[src/rtl/fp_pkg.sv]
// Shared definitions for the floating-point adder: field-width helpers,
// special-case tags and the canonical quiet-NaN encoding.
package fp_pkg;

    typedef enum logic [1:0] {
        NORM,
        ZERO,
        INF,
        QNAN
    } fp_tag_e;

    function automatic int unsigned BIAS(int unsigned exp_w);
        return (32'd1 << (exp_w - 1)) - 32'd1;
    endfunction

    function automatic int unsigned W(int unsigned exp_w, int unsigned man_w);
        return 1 + exp_w + man_w;
    endfunction

    // Positive sign, all-ones exponent, only the fraction MSB set.
    function automatic logic [63:0] qnan_word(int unsigned exp_w, int unsigned man_w);
        logic [63:0] q;
        q = ((64'd1 << exp_w) - 64'd1) << man_w;
        q = q | (64'd1 << (man_w - 1));
        return q;
    endfunction

endpackage

[src/rtl/fp_lzc.sv]
// Combinational leading-zero counter; cnt_o equals WIDTH when the input is all zero.
module fp_lzc #(
    parameter int unsigned WIDTH = 14,
    parameter int unsigned CNT_W = $clog2(WIDTH + 1)
) (
    input  logic [WIDTH-1:0] in_i,
    output logic [CNT_W-1:0] cnt_o,
    output logic             zero_o
);

    always_comb begin
        cnt_o  = CNT_W'(WIDTH);
        zero_o = (in_i == '0);
        // Scan upward so the highest set bit has the final say.
        for (int i = 0; i < int'(WIDTH); i++) begin
            if (in_i[i]) begin
                cnt_o = CNT_W'(int'(WIDTH) - 1 - i);
            end
        end
    end

endmodule

[src/rtl/fp_add_pipe.sv]
// Three-stage pipelined floating-point adder/subtractor with round-to-nearest-even.
// S1 unpacks, aligns and resolves specials; S2 adds; S3 normalises, rounds and packs.
module fp_add_pipe
    import fp_pkg::*;
#(
    parameter int unsigned EXP_W = 5,
    parameter int unsigned MAN_W = 10
) (
    input  logic                       clk,
    input  logic                       rst_n,
    input  logic                       in_valid,
    output logic                       in_ready,
    input  logic [W(EXP_W, MAN_W)-1:0] in_a,
    input  logic [W(EXP_W, MAN_W)-1:0] in_b,
    input  logic                       in_sub,
    output logic                       out_valid,
    input  logic                       out_ready,
    output logic [W(EXP_W, MAN_W)-1:0] out_result,
    output logic                       out_overflow,
    output logic                       out_zero,
    output logic                       out_nan,
    output logic                       out_inexact
);

    localparam int unsigned WD  = W(EXP_W, MAN_W);
    localparam int unsigned DW  = MAN_W + 4;
    localparam int unsigned EW2 = EXP_W + 2;
    localparam int unsigned CW  = $clog2(DW + 1);
    localparam logic [EW2-1:0] EMAX = EW2'((1 << EXP_W) - 1);
    localparam logic [63:0] QNAN_WORD = qnan_word(EXP_W, MAN_W);

    logic             adv;
    logic             v1_q, v1_d, v2_q, v2_d, v3_q, v3_d;
    fp_tag_e          tag1_q, tag1_d, tag2_q, tag2_d;
    logic             sign1_q, sign1_d, sign2_q, sign2_d, sub1_q, sub1_d;
    logic [EXP_W-1:0] exp1_q, exp1_d, exp2_q, exp2_d;
    logic [DW-1:0]    big1_q, big1_d, sml1_q, sml1_d;
    logic [DW:0]      sum2_q, sum2_d;
    logic [WD-1:0]    res_q, res_d;
    logic             ovf_q, ovf_d, zero_q, zero_d, nan_q, nan_d, inx_q, inx_d;

    // Whole pipeline advances together; stalls only when the output is held.
    assign adv      = !v3_q || out_ready;
    assign in_ready = adv;

    logic             sa, sb, a_nan, b_nan, a_inf, b_inf, a_zero, b_zero, swap;
    logic [EXP_W-1:0] ea, eb, be, se, be_eff, se_eff, diff;
    logic [MAN_W-1:0] fa, fb, bf, sf;
    logic [DW-1:0]    bm, sm, sm_al;
    logic [2*DW-1:0]  sm_wide;
    fp_tag_e          tag_s1;
    logic             sign_s1;

    always_comb begin
        sa     = in_a[WD-1];
        ea     = in_a[WD-2:MAN_W];
        fa     = in_a[MAN_W-1:0];
        sb     = in_b[WD-1] ^ in_sub;
        eb     = in_b[WD-2:MAN_W];
        fb     = in_b[MAN_W-1:0];
        a_nan  = (&ea) && (|fa);
        b_nan  = (&eb) && (|fb);
        a_inf  = (&ea) && !(|fa);
        b_inf  = (&eb) && !(|fb);
        a_zero = (ea == '0) && (fa == '0);
        b_zero = (eb == '0) && (fb == '0);
        swap   = in_b[WD-2:0] > in_a[WD-2:0];
        be     = swap ? eb : ea;
        bf     = swap ? fb : fa;
        se     = swap ? ea : eb;
        sf     = swap ? fa : fb;
        be_eff = (be == '0) ? EXP_W'(1) : be;
        se_eff = (se == '0) ? EXP_W'(1) : se;
        diff   = be_eff - se_eff;
        bm     = {|be, bf, 3'b000};
        sm     = {|se, sf, 3'b000};
        // Bits shifted below the sticky position are folded back into it.
        sm_wide = {sm, {DW{1'b0}}} >> diff;
        if (32'(diff) >= MAN_W + 3) begin
            sm_al = {{(DW-1){1'b0}}, |sm};
        end else begin
            sm_al = sm_wide[2*DW-1:DW] | {{(DW-1){1'b0}}, |sm_wide[DW-1:0]};
        end
        tag_s1  = NORM;
        sign_s1 = swap ? sb : sa;
        if (a_nan || b_nan || (a_inf && b_inf && (sa != sb))) begin
            tag_s1  = QNAN;
            sign_s1 = 1'b0;
        end else if (a_inf || b_inf) begin
            tag_s1  = INF;
            sign_s1 = a_inf ? sa : sb;
        end else if (a_zero && b_zero) begin
            tag_s1  = ZERO;
            sign_s1 = sa & sb;
        end
    end

    logic [CW-1:0] lz;
    logic          sum_zero;

    fp_lzc #(
        .WIDTH (DW),
        .CNT_W (CW)
    ) u_lzc (
        .in_i   (sum2_q[DW-1:0]),
        .cnt_o  (lz),
        .zero_o (sum_zero)
    );

    logic [DW-1:0]    norm;
    logic [EW2-1:0]   e3, ef;
    logic [31:0]      lim, sh;
    logic [MAN_W+1:0] mr;
    logic [MAN_W-1:0] frac3;
    logic             rnd_up, grs;
    logic [WD-1:0]    res_s3;
    logic             ovf_s3, zero_s3, nan_s3, inx_s3;

    always_comb begin
        // Left shift stops once the exponent reaches 1, yielding a subnormal.
        lim = 32'(exp2_q) - 32'd1;
        sh  = (32'(lz) > lim) ? lim : 32'(lz);
        if (sum2_q[DW]) begin
            norm = sum2_q[DW:1] | {{(DW-1){1'b0}}, sum2_q[0]};
            e3   = {2'b00, exp2_q} + EW2'(1);
        end else begin
            norm = sum2_q[DW-1:0] << sh;
            e3   = {2'b00, exp2_q} - EW2'(sh);
        end
        grs    = |norm[2:0];
        rnd_up = norm[2] && (norm[1] || norm[0] || norm[3]);
        mr     = {1'b0, norm[DW-1:3]} + (MAN_W+2)'(rnd_up);
        if (mr[MAN_W+1]) begin
            ef    = e3 + EW2'(1);
            frac3 = '0;
        end else begin
            ef    = mr[MAN_W] ? e3 : '0;
            frac3 = mr[MAN_W-1:0];
        end
        res_s3  = '0;
        ovf_s3  = 1'b0;
        zero_s3 = 1'b0;
        nan_s3  = 1'b0;
        inx_s3  = 1'b0;
        unique case (tag2_q)
            QNAN: begin
                res_s3 = QNAN_WORD[WD-1:0];
                nan_s3 = 1'b1;
            end
            INF:  res_s3 = {sign2_q, {EXP_W{1'b1}}, {MAN_W{1'b0}}};
            ZERO: begin
                res_s3  = {sign2_q, {(WD-1){1'b0}}};
                zero_s3 = 1'b1;
            end
            NORM: begin
                if (sum_zero && !sum2_q[DW]) begin
                    zero_s3 = 1'b1;
                end else if (ef >= EMAX) begin
                    res_s3 = {sign2_q, {EXP_W{1'b1}}, {MAN_W{1'b0}}};
                    ovf_s3 = 1'b1;
                    inx_s3 = grs;
                end else begin
                    res_s3 = {sign2_q, ef[EXP_W-1:0], frac3};
                    inx_s3 = grs;
                end
            end
        endcase
    end

    always_comb begin
        v1_d = v1_q;  tag1_d = tag1_q;  sign1_d = sign1_q;  sub1_d = sub1_q;
        exp1_d = exp1_q;  big1_d = big1_q;  sml1_d = sml1_q;
        v2_d = v2_q;  tag2_d = tag2_q;  sign2_d = sign2_q;  exp2_d = exp2_q;  sum2_d = sum2_q;
        v3_d = v3_q;  res_d = res_q;  ovf_d = ovf_q;  zero_d = zero_q;  nan_d = nan_q;
        inx_d = inx_q;
        if (adv) begin
            v1_d    = in_valid;
            tag1_d  = tag_s1;
            sign1_d = sign_s1;
            sub1_d  = sa ^ sb;
            exp1_d  = be_eff;
            big1_d  = bm;
            sml1_d  = sm_al;
            v2_d    = v1_q;
            tag2_d  = tag1_q;
            sign2_d = sign1_q;
            exp2_d  = exp1_q;
            sum2_d  = sub1_q ? ({1'b0, big1_q} - {1'b0, sml1_q})
                             : ({1'b0, big1_q} + {1'b0, sml1_q});
            v3_d    = v2_q;
            res_d   = res_s3;
            ovf_d   = ovf_s3;
            zero_d  = zero_s3;
            nan_d   = nan_s3;
            inx_d   = inx_s3;
        end
    end

    always_ff @(posedge clk or negedge rst_n) begin
        if (!rst_n) begin
            v1_q <= 1'b0;  tag1_q <= NORM;  sign1_q <= 1'b0;  sub1_q <= 1'b0;
            exp1_q <= '0;  big1_q <= '0;  sml1_q <= '0;
            v2_q <= 1'b0;  tag2_q <= NORM;  sign2_q <= 1'b0;  exp2_q <= '0;  sum2_q <= '0;
            v3_q <= 1'b0;  res_q <= '0;  ovf_q <= 1'b0;  zero_q <= 1'b0;  nan_q <= 1'b0;
            inx_q <= 1'b0;
        end else begin
            v1_q <= v1_d;  tag1_q <= tag1_d;  sign1_q <= sign1_d;  sub1_q <= sub1_d;
            exp1_q <= exp1_d;  big1_q <= big1_d;  sml1_q <= sml1_d;
            v2_q <= v2_d;  tag2_q <= tag2_d;  sign2_q <= sign2_d;  exp2_q <= exp2_d;
            sum2_q <= sum2_d;
            v3_q <= v3_d;  res_q <= res_d;  ovf_q <= ovf_d;  zero_q <= zero_d;  nan_q <= nan_d;
            inx_q <= inx_d;
        end
    end

    assign out_valid    = v3_q;
    assign out_result   = res_q;
    assign out_overflow = ovf_q;
    assign out_zero     = zero_q;
    assign out_nan      = nan_q;
    assign out_inexact  = inx_q;

endmodule

[config.mk]
export PLATFORM = sky130hd
export DESIGN_NAME = fp_add_pipe
export DESIGN_NICKNAME = d
export VERILOG_FILES = /design/src/rtl/fp_pkg.sv /design/src/rtl/fp_lzc.sv /design/src/rtl/fp_add_pipe.sv
export SDC_FILE = /design/constraint.sdc
export NUM_CORES = 1
export LEC_CHECK = 0
export BUFFER_PORTS_ARGS = -buffer_cell sky130_fd_sc_hd__clkbuf_2
export CORE_ASPECT_RATIO = 0.8
export CORE_MARGIN = 5
export CORE_UTILIZATION = 55
export CTS_BUF_LIST = sky130_fd_sc_hd__clkbuf_4
export DETAILED_ROUTE_END_ITERATION = 8
export PLACE_DENSITY = 0.77
export SLEW_MARGIN = 5
export SYNTH_ARGS = -nofsm -noshare
export SYNTH_HDL_FRONTEND = slang
export SYNTH_SLANG_ARGS = --single-unit
[constraint.sdc]
create_clock -name clk -period 11.5 [get_ports clk]
set_input_delay 1.15 -clock clk [delete_from_list [all_inputs] [get_ports clk]]
set_output_delay 1.15 -clock clk [all_outputs]
set_load 0.05 [all_outputs]
# Yosys cells after proc, flatten, opt, wreduce, memory -nomap -nowiden
# Index checks and enable logic that the tools add are counted.
[word_totals] reg_bits=80 in_bits=37 output_inout_bits=22
[op_classes] shifts=2 n_bitwise=5 addsub=8 order_cmp=4 n_reduce_logical=38 muxes=47 n_eq_ne=4
[op_table] operator="case mux 16 bit (4 select lines)" n=1
[op_table] operator="greater-than comparator 4 x 32 -> 1 bit" n=1
[op_table] operator="2-to-1 mux 32 bit" n=1
[op_table] operator="2-to-1 mux 4 bit" n=8
[op_table] operator="<< shifter 14 x 32 -> 14 bit" n=1
[op_table] operator="2-to-1 mux 10 bit" n=3
[op_table] operator="2-to-1 mux 15 bit" n=2
[op_table] operator="2-to-1 mux 14 bit" n=2
[op_table] operator="OR 14 x 1 -> 14 bit" n=2
[op_table] operator="right shift 28 x 5 -> 28 bit" n=1
[op_table] operator="2-to-1 mux 7 bit" n=3
[op_table] operator="logical NOT 10 bit" n=2
[op_table] operator="logical NOT 5 bit" n=4
[op_table] operator="2-to-1 mux 5 bit" n=4
[op_table] operator="OR reduction 10 bit" n=2
[op_table] operator="2-to-1 mux 16 bit" n=1
[op_table] operator="adder 14 x 14 -> 15 bit" n=1
[op_table] operator="greater-than comparator 15 bit" n=1
[op_table] operator="OR reduction 15 bit" n=1
[op_table] operator="subtractor 14 x 14 -> 15 bit" n=1
[op_table] operator="logical NOT 14 bit" n=1
[op_table] operator="OR reduction 14 bit" n=1
[op_table] operator="2-to-1 mux 1 bit" n=13
[op_table] operator="adder 11 x 1 -> 12 bit" n=1
[op_table] operator="other kinds (22)" n=50

# Logic depth before layout (Yosys ltp)
# Gate-level depths: netlist of run 1.
[logic_depth] ltp_word=28 ltp_mapped=27

# Cells and area by module
# From an unflattened synthesis of run 1, not the netlist that was laid out.
[unflattened] cells_unflattened=1011 hier_area_um2=7930.1
[by_module_without_submodules] mod="fp_add_pipe" seq_area_each_um2=2001.9 cells_per_inst=985 n_inst=1 area_each_um2=7772.5
[by_module_without_submodules] mod="fp_lzc" seq_area_each_um2=0.0 cells_per_inst=26 n_inst=1 area_each_um2=157.7

# Worst setup path before layout of run 1
# OpenSTA, ideal clock, no wires.
[synth_timing] path_kind="in2reg" startpoint="in in_a[1]" endpoint="reg sml1_q[0]" cell_stages=24 setup_ps=136 arrival_ps=6614 setup_slack_ps=4750 required_ps=11364 path_buffers=3 path_cell_list="inv_1 > ha_1 > nor2b_1 > o21a_1 > o21a_1 > o21a_1 > o21a_1 > o211ai_1 > a211oi_1 > nor2_1 > clkbuf_1 > clkbuf_1 > mux2_2 > nor4_1 > nor2_1 > ha_1 > clkbuf_1 > clkinv_1 > nor4_1 > a31oi_1 > mux2i_1 > o221ai_1 > o41ai_1 > a31oi_1"
[synth_via] elab_chain_len=9 word_cells_on_any_way=16 cone_classes="add/sub: 1; order compare: 2; shift: 1; mux: 6; bitwise: 1; reduce/logical: 5"
[synth_rtl] item="start: declaration" line_no="fp_add_pipe.sv:13" source="input logic [W(EXP_W, MAN_W)-1:0] in_a,"
[synth_rtl] item="greater-than comparator 15 bit *" line_no="fp_add_pipe.sv:67" source="swap = in_b[WD-2:0] > in_a[WD-2:0];"
[synth_rtl] item="2-to-1 mux 5 bit *" line_no="fp_add_pipe.sv:68" source="be = swap ? eb : ea;"
[synth_rtl] item="logical NOT 5 bit" line_no="fp_add_pipe.sv:72" source="be_eff = (be == '0) ? EXP_W'(1) : be;"
[synth_rtl] item="2-to-1 mux 5 bit *" line_no="fp_add_pipe.sv:72"
[synth_rtl] item="via be_eff[3]" line_no="fp_add_pipe.sv:47" source="logic [EXP_W-1:0] ea, eb, be, se, be_eff, se_eff, diff;"
[synth_rtl] item="subtractor 5 bit *" line_no="fp_add_pipe.sv:74" source="diff = be_eff - se_eff;"
[synth_rtl] item="right shift 28 x 5 -> 28 bit" line_no="fp_add_pipe.sv:78" source="sm_wide = {sm, {DW{1'b0}}} >> diff;"
[synth_rtl] item="OR reduction 14 bit" line_no="fp_add_pipe.sv:82" source="sm_al = sm_wide[2*DW-1:DW] | {{(DW-1){1'b0}}, |sm_wide[DW-1:0]};"
[synth_rtl] item="OR 14 x 1 -> 14 bit" line_no="fp_add_pipe.sv:82"
[synth_rtl] item="2-to-1 mux 14 bit *" line_no="fp_add_pipe.sv:79" source="if (32'(diff) >= MAN_W + 3) begin"
[synth_rtl] item="end signal: assignment" line_no="fp_add_pipe.sv:208" source="exp1_q <= exp1_d; big1_q <= big1_d; sml1_q <= sml1_d;"
[synth_rtl] item="end: declaration" line_no="fp_add_pipe.sv:37" source="logic [DW-1:0] big1_q, big1_d, sml1_q, sml1_d;"
# Mark *: on every way through the listed nets, which the timed path passes. The rest lies on a longest branch.
# A chain may end at the register's enable or synchronous reset.

# Worst setup path after layout of run 1
[layout_timing] startpoint="in in_a[14]" endpoint="reg sml1_q[0]"
[layout_via] elab_chain_len=9 word_cells_on_any_way=16 cone_classes="add/sub: 1; order compare: 2; shift: 1; mux: 6; bitwise: 1; reduce/logical: 5"
[layout_rtl] item="greater-than comparator 15 bit" line_no="fp_add_pipe.sv:67"
[layout_rtl] item="2-to-1 mux 5 bit *" line_no="fp_add_pipe.sv:68"
[layout_rtl] item="logical NOT 5 bit" line_no="fp_add_pipe.sv:72"
[layout_rtl] item="2-to-1 mux 5 bit *" line_no="fp_add_pipe.sv:72"
[layout_rtl] item="via be_eff[1]" line_no="fp_add_pipe.sv:47"
[layout_rtl] item="subtractor 5 bit *" line_no="fp_add_pipe.sv:74"
[layout_rtl] item="right shift 28 x 5 -> 28 bit" line_no="fp_add_pipe.sv:78"
[layout_rtl] item="OR reduction 14 bit" line_no="fp_add_pipe.sv:82"
[layout_rtl] item="OR 14 x 1 -> 14 bit" line_no="fp_add_pipe.sv:82"
[layout_rtl] item="2-to-1 mux 14 bit *" line_no="fp_add_pipe.sv:79"
# Marked as above.

==> results of run 1 <==
[registers in the layout, summed over array words and instances, names as in the netlist, 2 cells and up]
signal,cells
sum2_q,15
tag1_q,2
sml1_q,14
tag2_q,2
exp1_q,5
big1_q,11
exp2_q,5
out_result,16
[kinds of logic (layout without fill, tap and decap cells)]
| kind of cell | Yosys count | count (layout) | share of synthesized area |
|---|---|---|---|
| xor+xnor | 32 | 32 | 0.0343 |
| compound gates | 346 | 346 | 0.300 |
| buf+inv | 134 | 156 | 0.0658 |
| fa+ha+maj | 58 | 58 | 0.0916 |
| flops | 80 | 80 | 0.245 |
| simple gates | 332 | 332 | 0.192 |
| mux | 48 | 48 | 0.0712 |
[path summary, 6_finish.rpt]
check / slack (ns) / end / cells after the start / start
worst max-delay path: 4.10 / sml1_q[0] / 21 / in_a[14]
worst min-delay path: 0.47 / exp2_q[4] / 2 / exp1_q[4]
worst max register to register: 4.31 / out_result[9] / 17 / exp2_q[0]
worst min register to register: 0.47 / exp2_q[4] / 2 / exp1_q[4]
max in group asynchronous: 9.87 / tag1_q[1] / 2 / rst_n
min in group asynchronous: 0.49 / big1_q[9] / 1 / rst_n
[synthesized netlist by cell type (6+ instances only)]
library cell	count
mux2i_1	30
ha_1	55
and2_1	6
a31oi_1	13
dfrtp_1	80
nor4_1	18
xnor2_1	18
mux2_2	11
a21oi_1	66
o32ai_1	6
inv_1	67
a2111oi_0	12
nand2_1	120
nor3_1	22
o221ai_1	7
o21bai_1	11
clkbuf_1	43
a21o_1	17
o41ai_2	8
mux4_2	7
a211oi_1	26
nor2_1	85
o22ai_1	9
or4_1	7
o211ai_1	12
nor2b_1	6
nand4_1	7
o21a_1	10
xor2_1	14
nand3_1	19
buf_2	10
nand2b_1	11
o211a_1	7
o31ai_1	10
o21ai_0	73
[layer usage]
metal  vias to the layer above  routed length [um]
met5                         -                  12
met4                         2                 242
met3                        34                2930
met1                      3828               11500
li1                       3846                   -
met2                       459                9430
[through the flow]
| stage | cell area (um2) | power (mW) | util | std cells |
|---|---|---|---|---|
| 2_1_floorplan | 8170 | 2.03 | - | 1030 |
| 3_3_place_gp | 8510 | 2.46 | 0.589 | 1220 |
| 3_5_place_dp | 8510 | 2.49 | 0.589 | 1220 |
| 4_1_cts | 8680 | 2.70 | 0.601 | 1236 |
| 5_1_grt | 8680 | 2.96 | 0.601 | 1236 |
| 6_report | 8680 | 2.76 | 0.601 | 1236 |
[final cells by class]
type	instances	area, um2	area share
Timing Repair Buffer	67	360	0.0415
Sequential cell	80	2000	0.231
Multi-Input combinational cell	816	5650	0.651
Tap cell	184	230	0.0265
Clock buffer	9	67.6	0.00779
Inverter	73	274	0.0316
Clock inverter	7	96.3	0.0111
[power breakdown]
| part | leakage (nW) | switching (mW) | total [mW] | internal (mW) |
|---|---|---|---|---|
| combinational | 2.78 | 1.29 | 2.01 | 0.719 |
| sequential | 0.983 | 0.163 | 0.549 | 0.386 |
| clock | 0.0781 | 0.110 | 0.198 | 0.0878 |
[critical path, stage by stage]
cell and delay [ns]:
clkbuf_2 0.11, inv_1 0.06, ha_1 0.34, nand2_1 0.09
or3_1 0.51, nor3_1 0.83, or2_1 0.28, inv_1 0.12
nor2_4 0.11, buf_4 0.43, mux2_2 0.44, nor4_1 0.36
nor2_1 0.12, ha_1 0.83, clkinv_1 0.47, nor4_1 0.44
a31oi_1 0.10, mux2i_1 0.25, o221ai_1 0.17, o41ai_1 0.38
a31oi_1 0.13
==> flow_summary.yaml, run 1 <==
outcome:
  status: "complete, no violations"
route:
  finalWirelength_um: 24100
  drtAntennaViolNets: 0
  viasPerCell: 6.61
  wire_per_inst_um: 19.5
  drc: 0
  drtIter0Drc: 1014
  drt-pass1-iter-count: 6
  vias: 8169
finish:
  fin_nets: 1142
  final_common_cell: "nand2_1"
  final_cell_mix: "120 x nand2_1, 84 x nor2_1, 80 x dfrtp_1"
  fill_cells: 1325
  drive_above_1_share: 0.125
  antennaDiodeCount: 0
  area_growth_pct: 6.19
synth:
  syn_area_per_cell_um2: 7.93
  synth.ff_latch_count: 80
  async_reset_ff_frac: 1.00
  synth_cell_type_count: 84
  synth_ff_type: "dfrtp_1"
  yosysSeqAreaShare: 0.245
  netlist_top_cells_area: "dfrtp_1 25%, ha_1 8.4%, nand2_1 5.5%, o21ai_0 4.5%, a21oi_1 4.0%"
  synth_top_cell_by_area: "dfrtp_1"
  synth_top_area_frac: 0.245
  synth_nets: 1125
  synth_area_mm2: 0.00817
  synth_enable_flop_cells: 0
  ys_warn_count: 0
  synthCells: 1030
floorplanning:
  core_mm2: 0.0144
  die_area_mm2: 0.0174
  die_y_um: 119
  io_pins: 59
  start_util: 0.566
  die_w_um: 146
  rows: 39
grt:
  first_global_vias: 7475
  grt_max_degree: 91
  grt_pass1_wl_um: 39200
  grt_usage: 0.273
  grt_overflow_total: 0
  grtUsageMet3: 0.0926
  busiest_layer: "met1"
  use_met2: 0.372
  grtUsageMet1: 0.417
  antenna_found_initial: 1
worst_setup_path:
  critPathLaunchType: "input port"
  critPathKind: "in2reg"
  cp.required_ns: 11.84
  crit_arrival_ns: 7.74
  endpoint_kind: "register"
  cp_max_fo: 41
clock_tree:
  htreeDepth: 3
  numCtsBuffers: 9
  cts_resized: 0
  root_buffer: "clkbuf_4"
  hold_buffers: 0
  cts_buffer_depth: 2
  cts_tree: "built"
  post_cts_buffers: 0
  cts_sinks: 80
  path_clk_slew_ns: 0.16
  worst_skew_pair.late_latency_ns: 0.48
timing:
  max_slew_margin: 0.198
  finalSetupViolCount: 0
  hold_viol: 0
  holdWs_ns: 0.465
  rsz0062_at_grt: "false"
  finalCritPeriodShare: 0.644
  finalSetupTns_ns: 0
  drv_slew: 0
  tightest_slew_ns: 1.19
  fmaxAchievable_mhz: 135
  period_needed_ns: 7.40
  worst_slack_ns: 4.10
  finalClockSkew_ns: 0.0303
power_and_ir_drop:
  p_leak_nw: 3.84
  power_density_mw_per_mm2: 318
  ir_drop_v: 0.000209
min_path:
  hold_path.class: "reg2reg"
placed_design:
  port-buffer-count: 58
  pre_cts_slack_ns: 3.71
  hpwl_um: 18300
  gp_congestion: 1.05
flow_run:
  maxCapViolCount: 0
Note: power is estimated with default switching activity, not from simulation.
==> inputs of run 2 (changes only) <==
==> constraint.sdc (replaced) <==
create_clock -name clk -period 7.11 [get_ports clk]
set_input_delay 0.711 -clock clk [delete_from_list [all_inputs] [get_ports clk]]
set_output_delay 0.711 -clock clk [all_outputs]
set_load 0.05 [all_outputs]
==> run 2 against run 1 <==
Compared with the run above:
- global-route usage increased by 1.7 points
- register-to-register slack lost 3.8 ns
- via count is 0.23% higher
- clock power rose by 41%
- utilization increased by 0.56 points
- cell area rose by 0.94%
- critical path depth is 5 lower
- highest routed layer is now met4
==> flow_summary.yaml, run 2 (synthesis gave the netlist of run 1 again) <==
placed_design:
  dp_cells: 1232
  pre_cts_slack_ns: 0.303
  port-buffer-count: 58
  gp_congestion: 0.997
  hpwl_um: 19700
  place_area_mm2: 0.00861
route:
  drc: 0
  drtIter0Drc: 888
  drt-pass1-iter-count: 6
  wl_met3_um: 2440
  wl_met2_um: 10100
  met1_length_um: 12700
  wire_per_inst_um: 20.4
  finalWirelength_um: 25500
  top_layer_used: "met4"
  drtAntennaViolNets: 0
  vias: 8188
  viasPerCell: 6.56
finish:
  post-route-util: 0.606
  antennaDiodeCount: 0
  fin_nets: 1154
  fill_cells: 1297
  drive_above_1_share: 0.138
  final_common_cell: "nand2_1"
  fin_cells: 1248
  final_cell_mix: "120 x nand2_1, 84 x nor2_1, 79 x dfrtp_1"
  largest_register_ff_count: 16
  regArea_mm2: 0.00200
  final_area_mm2: 0.00876
  multi_input_area_mm2: 0.00566
  area_growth_pct: 7.18
power_and_ir_drop:
  power_mw: 4.56
  p_sw_mw: 2.61
  power_density_mw_per_mm2: 520
  clkPwrFrac: 0.062
  ir_drop_v: 0.000343
  switching_share: 0.572
  pwr-share-comb: 0.747
  seq_power_share: 0.192
  p_leak_nw: 3.89
  intPower_mw: 1.95
grt:
  first_global_vias: 7398
  antenna_found_initial: 0
  grt_overflow_total: 0
  grt_usage: 0.290
  grt_max_degree: 91
  grt_pass1_wl_um: 40900
floorplanning:
  die_y_um: 119
  start_util: 0.566
  die_w_um: 146
  die_area_mm2: 0.0174
  rows: 39
  io_pins: 59
  core_mm2: 0.0144
worst_setup_path:
  reg2reg_from: "sum2_q[11]"
  cp.required_ns: 7.48
  crit_arrival_ns: 6.98
  endpoint_kind: "register"
  reg2reg_depth: 16
  critPathLaunchType: "register"
  cp_max_fo: 22
  reg2reg_to: "out_result[14]"
  critPathKind: "reg2reg"
  r2r_slack_ns: 0.50
clock_tree:
  hold_buffers: 0
  cts_buffer_depth: 2
  path_clk_slew_ns: 0.15
  htreeDepth: 3
  numCtsBuffers: 9
  worst_skew_pair.late_latency_ns: 0.46
  cts_tree: "built"
  cts_sinks: 80
  root_buffer: "clkbuf_4"
outcome:
  status: "complete, no violations"
timing:
  tightest_slew_ns: 1.00
  holdWs_ns: 0.173
  finalSetupViolCount: 0
  fmaxAchievable_mhz: 151
  hold_viol: 0
  period_needed_ns: 6.61
  finalSetupTns_ns: 0
  max_slew_margin: 0.325
  drv_slew: 0
  worst_slack_ns: 0.499
  rsz0062_at_grt: "false"
  finalCritPeriodShare: 0.930
  finalClockSkew_ns: 0.0326
flow_run:
  maxCapViolCount: 0
min_path:
  hold_path.class: "in2async"
[run 2: worst max path at each step]
stage               startpoint             end  slack, ns  cells after the start
global route        sum2_q[11]  out_result[14]       0.10                     16
finish              sum2_q[11]  out_result[14]       0.50                     16
global placement    sum2_q[11]   out_result[3]       0.38                     16
detailed placement  sum2_q[11]   out_result[7]       0.30                     16
floorplan              in_a[1]       sml1_q[0]       0.80                     24
CTS                 sum2_q[11]   out_result[6]       0.30                     16
[run 2: worst max-delay path: stages (launching register included)]
cell and delay, ns:
dfrtp_1 0.56, or4_1 0.61, nor2_1 0.43, ha_1 0.39
a21oi_2 0.46, a211oi_4 0.14, buf_4 0.22, o21ai_4 0.53
a211oi_1 0.18, o32ai_1 0.44, o22ai_1 0.20, or4b_1 0.65
o31ai_1 0.41, a21boi_1 0.43, a32o_1 0.42, nor3_1 0.15
a211oi_1 0.31
[run 2: cell type report]
| type | instances | area share |
|---|---|---|
| well taps | 184 | 0.0263 |
| clock buffers | 11 | 0.00943 |
| multi-input cells | 816 | 0.646 |
| flip-flops and latches | 80 | 0.229 |
| clock inverters | 5 | 0.00657 |
| inverters | 73 | 0.0313 |
| repair buffers | 79 | 0.0514 |
[run 2: power groups by stage]
stage	Clock [mW]	Combinational [mW]	Sequential [mW]
3_5_place_dp	0	3.29	0.873
5_1_grt	0.308	3.69	0.898
4_1_cts	0.289	3.31	0.864
3_3_place_gp	0	3.28	0.870
2_1_floorplan	0	2.40	0.878
6_report	0.280	3.40	0.873
[run 2: metal layers]
layer	track usage	vias up
li1	-	3868
met1	0.469	3885
met2	0.393	416
met3	0.0664	19
met4	0.0447	0
met5	0	-
[run 2: what timing repair did]
action | in CTS | in global routing
setup buffers | 0 | 0
resized for setup | 0 | 3
setup endpoints to repair | 0 | 16
==> inputs of run 3 (changes only) <==
--- a/config.mk
+++ b/config.mk
@@ -11,8 +11,7 @@
 export CORE_UTILIZATION = 55
 export CTS_BUF_LIST = sky130_fd_sc_hd__clkbuf_4
 export DETAILED_ROUTE_END_ITERATION = 8
-export PLACE_DENSITY = 0.77
-export SLEW_MARGIN = 5
+export PLACE_DENSITY = 0.74
 export SYNTH_ARGS = -nofsm -noshare
 export SYNTH_HDL_FRONTEND = slang
 export SYNTH_SLANG_ARGS = --single-unit
==> constraint.sdc (replaced) <==
create_clock -name clk -period 7.11 [get_ports clk]
set_input_delay 0 -clock clk [delete_from_list [all_inputs] [get_ports clk]]
set_output_delay 0 -clock clk [all_outputs]
set_load 0.05 [all_outputs]
==> run 3 against run 2 <==
Compared with the run above:
- power decreased by 0.30%
- maximum frequency decreased by 0.77%
- die area unchanged
- sequential power decreased by 2%
- non-clock buffer count increased by 32
- routed wire length decreased by 3.2%
- critical path depth increased by 3
- first-iteration DRC count increased by 18%
- via count increased by 1.8%
- utilization increased by 2.2 points
- cell area increased by 3.7%
- sequential share of layout area decreased by 0.82 points
- critical endpoint is now out_result[0]
- largest cell class unchanged
- largest power group unchanged
- highest routed layer unchanged
==> flow_summary.yaml, run 3 (synthesis gave the netlist of run 1 again) <==
clock_tree:
  numCtsBuffers: 9
  cts_buffer_depth: 2
  worst_skew_pair.late_latency_ns: 0.49
  cts_tree: "built"
  htreeDepth: 3
  path_clk_slew_ns: 0.18
  root_buffer: "clkbuf_4"
  cts_sinks: 80
finish:
  fill_cells: 1298
  area_growth_pct: 11.1
  drive_above_1_share: 0.135
  largest_register_ff_count: 16
  final_common_cell: "nand2_1"
  fin_nets: 1186
  antennaDiodeCount: 0
  final_cell_mix: "120 x nand2_1, 84 x nor2_1, 80 x dfrtp_1"
  final_area_mm2: 0.00908
grt:
  grt_overflow_total: 0
  grt_pass1_wl_um: 40800
  first_global_vias: 7800
  antenna_found_initial: 0
  grt_max_degree: 57
  grt_usage: 0.283
floorplanning:
  die_w_um: 146
  io_pins: 59
  start_util: 0.566
  die_area_mm2: 0.0174
  core_mm2: 0.0144
  die_y_um: 119
  rows: 39
route:
  finalWirelength_um: 24700
  drc: 0
  drt-pass1-iter-count: 6
  drtAntennaViolNets: 0
  drtIter0Drc: 1045
  wire_per_inst_um: 19.3
  vias: 8333
  viasPerCell: 6.51
worst_setup_path:
  max_stage_delay_ns: 0.57
  cp.required_ns: 7.48
  crit_arrival_ns: 7.03
  critPathLaunchType: "register"
  cp_max_fo: 15
  critical_path.cell_chain: "nor2_1 -> o31ai_1 -> a21o_1 -> inv_1 -> ha_1 -> nor2b_1 -> o211ai_2 -> a211oi_4 -> buf_4 -> o21ai_4 -> inv_2 -> o311a_1 -> a311oi_1 -> nand4b_1 -> o31ai_1 -> a21boi_1 -> a21o_1 -> and4b_1 -> o41ai_2"
  cp_slowest_cell: "dfrtp_1"
  critPathKind: "reg2reg"
  endpoint_kind: "register"
placed_design:
  hpwl_um: 18500
  port-buffer-count: 58
  place_area_mm2: 0.00859
  gp_congestion: 1.05
power_and_ir_drop:
  power_density_mw_per_mm2: 500
  ir_drop_v: 0.000360
  p_leak_nw: 4.04
timing:
  tightest_slew_ns: 1.14
  max_slew_margin: 0.240
  period_needed_ns: 6.66
  finalCritPeriodShare: 0.937
  fmaxAchievable_mhz: 150
  finalClockSkew_ns: 0.0323
  rsz0062_at_grt: "false"
  drv_slew: 0
  finalSetupViolCount: 0
  hold_viol: 0
  finalSetupTns_ns: 0
outcome:
  status: "complete, no violations"
min_path:
  hold_path.class: "in2reg"
flow_run:
  maxCapViolCount: 0
-- run 3: through the flow --
step | setup slack, ns | total power [mW] | utilization | hold WS (ns) | instances
6_report | 0.447 | 4.54 | 0.628 | 0.0419 | 1280
5_1_grt | 0.103 | 4.91 | 0.628 | 0.0382 | 1280
4_1_cts | 0.534 | 4.44 | 0.626 | 0.00134 | 1277
3_5_place_dp | 0.575 | 4.12 | 0.595 | -0.0594 | 1230
3_3_place_gp | 0.577 | 4.11 | 0.595 | -0.0585 | 1230
2_1_floorplan | 1.51 | 3.28 | - | -0.296 | 1030
-- run 3: what timing repair did --
action                                 in CTS  in global routing
endpoints found under the hold margin      86                  0
resized for setup                           0                  3
buffers inserted                            0                  3
setup endpoints to repair                   0                  4
hold buffers                               31                  0
-- run 3: layout make-up --
class	instances	area [um2]	share of cell area
Timing Repair Buffer	111	778	0.0857
Multi-Input combinational cell	816	5660	0.623
Inverter	73	274	0.0302
Sequential cell	80	2000	0.221
Tap cell	184	230	0.0254
Clock inverter	7	66.3	0.00731
Clock buffer	9	67.6	0.00744
-- run 3: routing by layer --
layer,vias to the layer above,global-route usage,share of wire
li1,3942,-,-
met1,3913,0.439,0.47
met2,438,0.397,0.41
met3,40,0.0664,0.10
met4,0,0.0646,0.015
met5,-,0,0
-- run 3: power by group --
group | switching (mW) | internal (mW)
clock network | 0.198 | 0.0830
registers | 0.228 | 0.625
logic | 2.17 | 1.24
-- run 3: critical path: cells and delay by family, from the launching register on --
| family | cells | cell delay (ns) |
|---|---|---|
| fa+ha+maj | 1 | 0.36 |
| flops | 1 | 0.57 |
| buf+inv | 3 | 0.56 |
| simple gates | 4 | 1.16 |
| compound gates | 11 | 3.86 |
-- run 3: worst paths after layout --
path                                start            end  slack [ns]  depth (start not counted)
worst min register to register  exp1_q[4]      exp2_q[4]        0.48                          2
max in group asynchronous           rst_n      exp1_q[3]        5.85                          4
worst max register to register  sum2_q[1]  out_result[0]        0.45                         19
worst min-delay path              in_b[8]     big1_q[11]        0.04                          3
worst max-delay path            sum2_q[1]  out_result[0]        0.45                         19
min in group asynchronous           rst_n      sum2_q[1]        0.53                          4
